**src/rtl/inst_queue.sv**
```systemverilog
// inst_queue: circular instruction buffer between fetch and decode (DEPTH entries).
// Latency: 1 cycle enqueue-to-output; 0 cycles when INST_QUEUE_BYPASS_EN is defined and the queue is empty.
// Backpressure: in_ready = !full (no pass-through into a full queue); head held stable while out_ready=0.
module inst_queue #(
  parameter int DEPTH = 4
) (
  input  logic                     clk,
  input  logic                     rst_n,
  input  logic                     flush,
  input  logic                     in_valid,
  input  logic [31:0]              in_inst,
  input  logic [63:0]              in_pc,
  output logic                     in_ready,
  output logic                     out_valid,
  output logic [31:0]              out_inst,
  output logic [63:0]              out_pc,
  input  logic                     out_ready,
  output logic [$clog2(DEPTH):0]   count
);

  localparam int IW = $clog2(DEPTH);
  localparam int PW = IW + 1;
  localparam logic [31:0] NOP = 32'h0000_0013;

  logic [31:0]   inst_mem [DEPTH];
  logic [63:0]   pc_mem   [DEPTH];
  logic [PW-1:0] wr_ptr;
  logic [PW-1:0] rd_ptr;
  logic          empty;
  logic          full;
  logic          byp;
  logic          enq;
  logic          deq;

  // Pointers carry one extra wrap bit so full and empty are distinguishable.
  assign empty = (wr_ptr == rd_ptr);
  assign full  = (wr_ptr[IW-1:0] == rd_ptr[IW-1:0]) && (wr_ptr[IW] != rd_ptr[IW]);

`ifdef INST_QUEUE_BYPASS_EN
  // Empty queue forwards the offered instruction straight to decode; gated by
  // rst_n so nothing is presented while reset is held.
  assign byp = rst_n && empty && in_valid && !flush;
`else
  assign byp = 1'b0;
`endif

  assign in_ready = !full;
  assign count    = wr_ptr - rd_ptr;

  // A bypassed instruction that decode takes this cycle is never written.
  assign enq = in_valid && !full && !flush && !(byp && out_ready);
  assign deq = !empty && out_ready && !flush;

  // Head presentation: stored head first, then bypass, otherwise NOP at pc 0.
  always_comb begin
    out_valid = !empty || byp;
    out_inst  = NOP;
    out_pc    = 64'h0;
    if (!empty) begin
      out_inst = inst_mem[rd_ptr[IW-1:0]];
      out_pc   = pc_mem[rd_ptr[IW-1:0]];
    end else if (byp) begin
      out_inst = in_inst;
      out_pc   = in_pc;
    end
  end

  // Pointer update; flush wins over any enqueue/dequeue in the same cycle.
  always_ff @(posedge clk or negedge rst_n) begin
    if (!rst_n) begin
      wr_ptr <= '0;
      rd_ptr <= '0;
    end else if (flush) begin
      wr_ptr <= '0;
      rd_ptr <= '0;
    end else begin
      if (enq) wr_ptr <= wr_ptr + PW'(1);
      if (deq) rd_ptr <= rd_ptr + PW'(1);
    end
  end

  // Storage write; contents are don't-care after reset since pointers gate reads.
  always_ff @(posedge clk) begin
    if (enq) begin
      inst_mem[wr_ptr[IW-1:0]] <= in_inst;
      pc_mem[wr_ptr[IW-1:0]]   <= in_pc;
    end
  end

endmodule

```
**config.mk**
```make
export PLATFORM = sky130hd
export DESIGN_NAME = inst_queue
export DESIGN_NICKNAME = d
export VERILOG_FILES = /design/src/rtl/inst_queue.sv
export SDC_FILE = /design/constraint.sdc
export NUM_CORES = 1
export LEC_CHECK = 0
export ABC_CLOCK_PERIOD_IN_PS = 7100
export BUFFER_PORTS_ARGS = -buffer_cell sky130_fd_sc_hd__buf_2
export CAP_MARGIN = 20
export CELL_PAD_IN_SITES_DETAIL_PLACEMENT = 1
export CELL_PAD_IN_SITES_GLOBAL_PLACEMENT = 2
export CORE_UTILIZATION = 45
export DETAILED_ROUTE_END_ITERATION = 6
export PLACE_DENSITY = 0.87
export SYNTH_ARGS = -nofsm -noshare
export SYNTH_HDL_FRONTEND = slang
export SYNTH_SLANG_ARGS = --single-unit
```
**constraint.sdc**
```tcl
create_clock -name clk -period 7.1 [get_ports clk]
set_input_delay 0.355 -clock clk [delete_from_list [all_inputs] [get_ports clk]]
set_output_delay 0.355 -clock clk [all_outputs]
set_load 0.005 [all_outputs]
```
==> results of run 1 <==
[cell families (layout without fill, tap and decap cells)]
group	count (synthesis)	count (layout)	share of synthesized area, %
flip-flops	390	390	77.3
AND/OR/NAND/NOR	124	124	5.17
multiplexers	97	97	14.4
buffers and inverters	41	290	1.66
AO/OA/AOI/OAI	11	11	0.505
adder cells (fa/ha/maj)	8	8	0.712
XOR/XNOR	2	2	0.240
other	0	5	0
[worst paths after layout]
kind                                 start              end  slack [ps]  depth (start not counted)
worst max-delay path             rd_ptr[0]       out_pc[42]        2910                          7
worst min-delay path            in_inst[2]   inst_mem[1][2]          40                          1
worst max register to register   rd_ptr[0]  inst_mem[0][22]        3020                          5
worst min register to register   wr_ptr[2]        wr_ptr[2]         660                          2
max in group asynchronous            rst_n        rd_ptr[1]        6660                          2
min in group asynchronous            rst_n        wr_ptr[0]         240                          2
[stage by stage]
stage          hold WS, ps  utilization, %
6_report              41.0            54.8
5_1_grt               26.1            54.8
4_1_cts               20.3            54.7
3_5_place_dp           219            50.4
3_3_place_gp           207            50.4
2_1_floorplan         59.4               -
[power by group]
| group | total (mW) | switching (mW) | internal, mW | leakage [nW] |
|---|---|---|---|---|
| Sequential | 2.92 | 0.172 | 2.75 | 3.56 |
| Combinational | 2.30 | 1.12 | 1.18 | 1.86 |
| Clock | 2.19 | 0.841 | 1.35 | 0.684 |
| Total | 7.42 | 2.14 | 5.29 | 6.11 |
[layout make-up]
cell class	count	area share, %
repair buffers	210	6.10
diodes	5	0.0697
flip-flops and latches	390	65.1
inverters	6	0.125
multi-input cells	242	17.8
well taps	442	3.08
clock buffers	53	6.13
clock inverters	21	1.64
[critical path, delay by kind of cell, from the launching register on]
kind	cells	cell delay, ps
buf+inv	3	1090
simple gates	3	640
flops	1	1060
fa+ha+maj	1	440
[registers in the layout (all words and copies together), names as in the netlist]
name and cells:
wr_ptr 3, rd_ptr 3, pc_mem 256, inst_mem 128
[routing by layer]
metal  up-vias  global-route usage [%]
met2       201                    31.5
met5         -                       0
met4         2                    6.28
met3        54                    3.66
li1       3200                       -
met1      3654                    23.1
[Yosys cell counts (2+ instances only)]
cell type / count / area [um2]
a21oi_1: 3 / 15.0
a31oi_1: 3 / 18.8
and2_1: 93 / 582
and3_1: 4 / 25.0
buf_2: 12 / 60.1
buf_6: 10 / 113
clkbuf_1: 9 / 33.8
clkbuf_2: 2 / 10.0
dfrtp_1: 6 / 150
edfxtp_1: 384 / 11500
ha_1: 7 / 87.6
inv_1: 5 / 18.8
mux4_2: 96 / 2160
nand2_1: 4 / 15.0
nand3_1: 4 / 20.0
nand4b_1: 2 / 17.5
nor2_1: 3 / 11.3
nor2b_1: 2 / 12.5
nor3b_1: 2 / 15.0
or2_1: 3 / 18.8
or4_1: 2 / 15.0
==> out/metrics.yaml, run 1 <==
cellPowerDensity_nw_per_um2: 413
maxCapViolCount: 0
cp-start-kind: "register"
die_area_um2: 34300
detail_route.first_pass.iterations: 4
highest_layer: "met5"
vias: 7111
hold_viol: 0
worst_pin_slew_ps: 1060
place.gp.congestion: 0.742
route.met2.wl_um: 15600
cts_made_buffers: 40
cts-htree-levels: 2
wl_um: 30600
setup_viol: 0
slowest_stage: "dfrtp_4"
crit_type: "register to primary output"
cts_max_path_buffers: 3
post_dp_cell_area_um2: 16500
grt_first_pass_wirelength_um: 46100
syn_area_per_cell_um2: 22.4
worst_slack_ps: 2910
dp.cells: 1288
cpPeakStageDelay_ps: 1060
drc: 0
grt_usage_pct: 18.3
worstPathCellList: "ha_1 -> nand2_1 -> nor2b_4 -> inv_2 -> buf_4 -> and2_1 -> buf_2"
drive_gt1_share_pct: 41.1
mostFrequentLayoutCells: "edfxtp_1, buf_2, mux4_2, and2_1, clkbuf_16"
hold_buffers: 1
dp_slack_ps: 2880
synth_cells: 673
io_pins: 202
wl_met3_um: 1750
synth_edf_count: 384
first_global_vias: 7877
synthFlopType: "edfxtp_1"
fillers: 2945
port_buffers: 201
clock_latency_ps: 520
core_um2: 32800
worst_hold_path_type: "primary input to register"
cts_resized: 0
p_leak_nw: 6.11
cts_tree: "yes"
multiInputGateArea_um2: 3190
period_share_pct: 58.9
syn_nets: 782
die_x_um: 185
routedWlPerCell_um: 22.4
layout_min_cycle_time_ps: 4190
syn_area_um2: 15100
final_cells: 1369
vias_per_cell: 5.19
slew_headroom_pct: 29.1
finalPower_mw: 7.42
stdcell_area_um2: 18000
cts_root_buf: "clkbuf_16"
cts.clk_slew.worst_paths_ps: 60
finalClockSkew_ps: 15.3
path_max_fanout: 53
post-cts-setup-buffers: 0
rsz0062_at_grt: "false"
timing.setup.tns_ps: 0
start_util_pct: 46.1
synth_warnings: 0
antenna_found_initial: 6
ys_seq_area_share_pct: 77.3
cts_num_sinks: 390
ir_drop_uv: 334
rows: 66
nets: 999
endpoint_kind: "primary output"
synth_seq_cells: 390
async_flop_share_pct: 1.54
required_ps: 6740
die_h_um: 185
final_antenna_net_count: 0
status: "complete, no violations"
dp_hpwl_um: 18700
gr-total-overflow: 0
slew_violations: 0
drtIter0Drc: 564
final_common_cell: "edfxtp_1"
ys_types: 38
register_area_um2: 11700
fmax_mhz: 239
area_growth_pct: 18.9
grt_max_degree: 64
cp.arrival_ps: 3830
wl_met1_um: 12500
(Power assumes the default switching activity.)
==> inputs of run 2 (changes only) <==
ABC_CLOCK_PERIOD_IN_PS = 4100   (was 7100)
CORE_UTILIZATION = 44   (was 45)
PLACE_DENSITY = 0.86   (was 0.87)
clock period = 4.1 ns   (was 7.1 ns; I/O delays follow)
==> run 2 against run 1 <==
Net effect:
- critical path depth shrank 2
- cell count grew 7.2%
- sequential cell count is the same
- hold slack lost 11 ps
- combinational power grew 94%
- critical path type unchanged
- critical endpoint is now out_inst[5]
==> out/metrics.yaml, run 2 (synthesis results as in run 1) <==
status: "complete, no violations"
gr-total-overflow: 0
cts_root_buf: "clkbuf_16"
insertedDiodeCount: 0
cts.clk_slew.worst_paths_ps: 60
core_um2: 33600
r2r-start: "wr_ptr[0]"
register_area_um2: 11700
r2r_end: "pc_mem[0][2]"
worst_hold_path_type: "primary input to register"
dp_hpwl_um: 18500
clock_latency_ps: 520
utilization_pct: 55.9
slew_violations: 0
cts-htree-levels: 2
drive_gt1_share_pct: 36.3
first_global_vias: 8517
drtIter0Drc: 390
die_h_um: 187
io_pins: 202
rsz0062_at_grt: "false"
place.gp.congestion: 0.762
fmax_mhz: 303
maxCapViolCount: 0
startpoint: "rd_ptr[1]"
cp.arrival_ps: 3090
port_buffers: 201
fillers: 2989
largest_register_ffs: 256
cp-start-kind: "register"
start_util_pct: 44.9
wl_um: 32100
crit_end: "out_inst[5]"
grt_max_degree: 101
layout_min_cycle_time_ps: 3300
p_leak_nw: 6.44
dp_slack_ps: 1270
cts_tree: "yes"
post_dp_cell_area_um2: 16600
die_area_um2: 35100
drc: 0
worst_slack_ps: 802
mostFrequentLayoutCells: "edfxtp_1, buf_2, dlygate4sd3_1, mux4_2, and2_1"
hold_viol: 0
stdcell_area_um2: 18800
antenna_found_initial: 1
vias: 7584
routedWlPerCell_um: 21.9
path_max_fanout: 63
setup_viol: 0
cts_made_buffers: 40
reg2regPathDepth: 6
rows: 67
grt_first_pass_wirelength_um: 49200
required_ps: 3890
post-cts-setup-buffers: 0
rrSetupSlack_ps: 1300
cellPowerDensity_nw_per_um2: 671
area_growth_pct: 24.4
finalClockSkew_ps: 12.0
worst_pin_slew_ps: 1010
vias_per_cell: 5.17
dp.cells: 1300
final_cells: 1467
crit_type: "register to primary output"
die_x_um: 187
timing.setup.tns_ps: 0
final_common_cell: "edfxtp_1"
slew_headroom_pct: 32.6
multiInputGateArea_um2: 3190
cts_max_path_buffers: 3
hold_depth: 2
grt_usage_pct: 18.5
period_share_pct: 80.4
nets: 1100
ir_drop_uv: 505
detail_route.first_pass.iterations: 6
cts_num_sinks: 390
endpoint_kind: "primary output"
final_antenna_net_count: 0
run 2: cell count changes in the layout (fill, tap and decap cells not counted), sizes merged:
cell	change
dlygate4sd3	+96
clkinv	+7
bufinv	-6
buf	+5
diode	-5
clkbuf	-2
inv	-2
clkinvlp	-1
run 2: power breakdown:
part           total, mW  leakage (nW)  switching, mW  internal, mW
Clock               3.29         0.576           1.40          1.89
Combinational       4.47          2.30           2.30          2.17
Sequential          4.85          3.56         0.0871          4.77
run 2: through the flow:
stage          hold WS, ps  power, mW
2_1_floorplan        -90.6       7.69
3_3_place_gp          53.6       9.33
3_5_place_dp          55.9       9.42
4_1_cts               9.76       12.8
5_1_grt               19.1       13.3
6_report              30.1       12.6
run 2: final cells by class:
| type | count | area share, % |
|---|---|---|
| clock buffers | 51 | 5.66 |
| inverters | 6 | 0.120 |
| multi-input cells | 242 | 17.0 |
| repair buffers | 311 | 11.4 |
| well taps | 448 | 2.98 |
| clock inverters | 19 | 0.566 |
| flip-flops and latches | 390 | 62.2 |
run 2: worst max-delay path, stage by stage (launching register included):
cell     delay (ps)
dfrtp_4         400
buf_4           470
buf_4           870
mux4_2          430
and2_1          190
buf_2           130
run 2: worst min path at each step:
stage,from,end
floorplan,rst_n,rd_ptr[0]
global placement,rst_n,rd_ptr[2]
detailed placement,rst_n,wr_ptr[2]
CTS,out_ready,rd_ptr[2]
global route,out_ready,rd_ptr[2]
finish,out_ready,rd_ptr[2]
run 2: routing by layer:
layer,GRT usage [%],wire length (um),share of wire [%]
met1,22.6,12900,40
met2,34.0,17300,54
met3,3.15,1260,3.9
met4,4.57,608,1.9
met5,0,13,0.040
run 2: repair_timing:
| action | 4_1_cts | 5_1_grt |
|---|---|---|
| endpoints found under the hold margin | 390 | 0 |
| hold buffers | 97 | 0 |
| gates resized for setup | 0 | 0 |
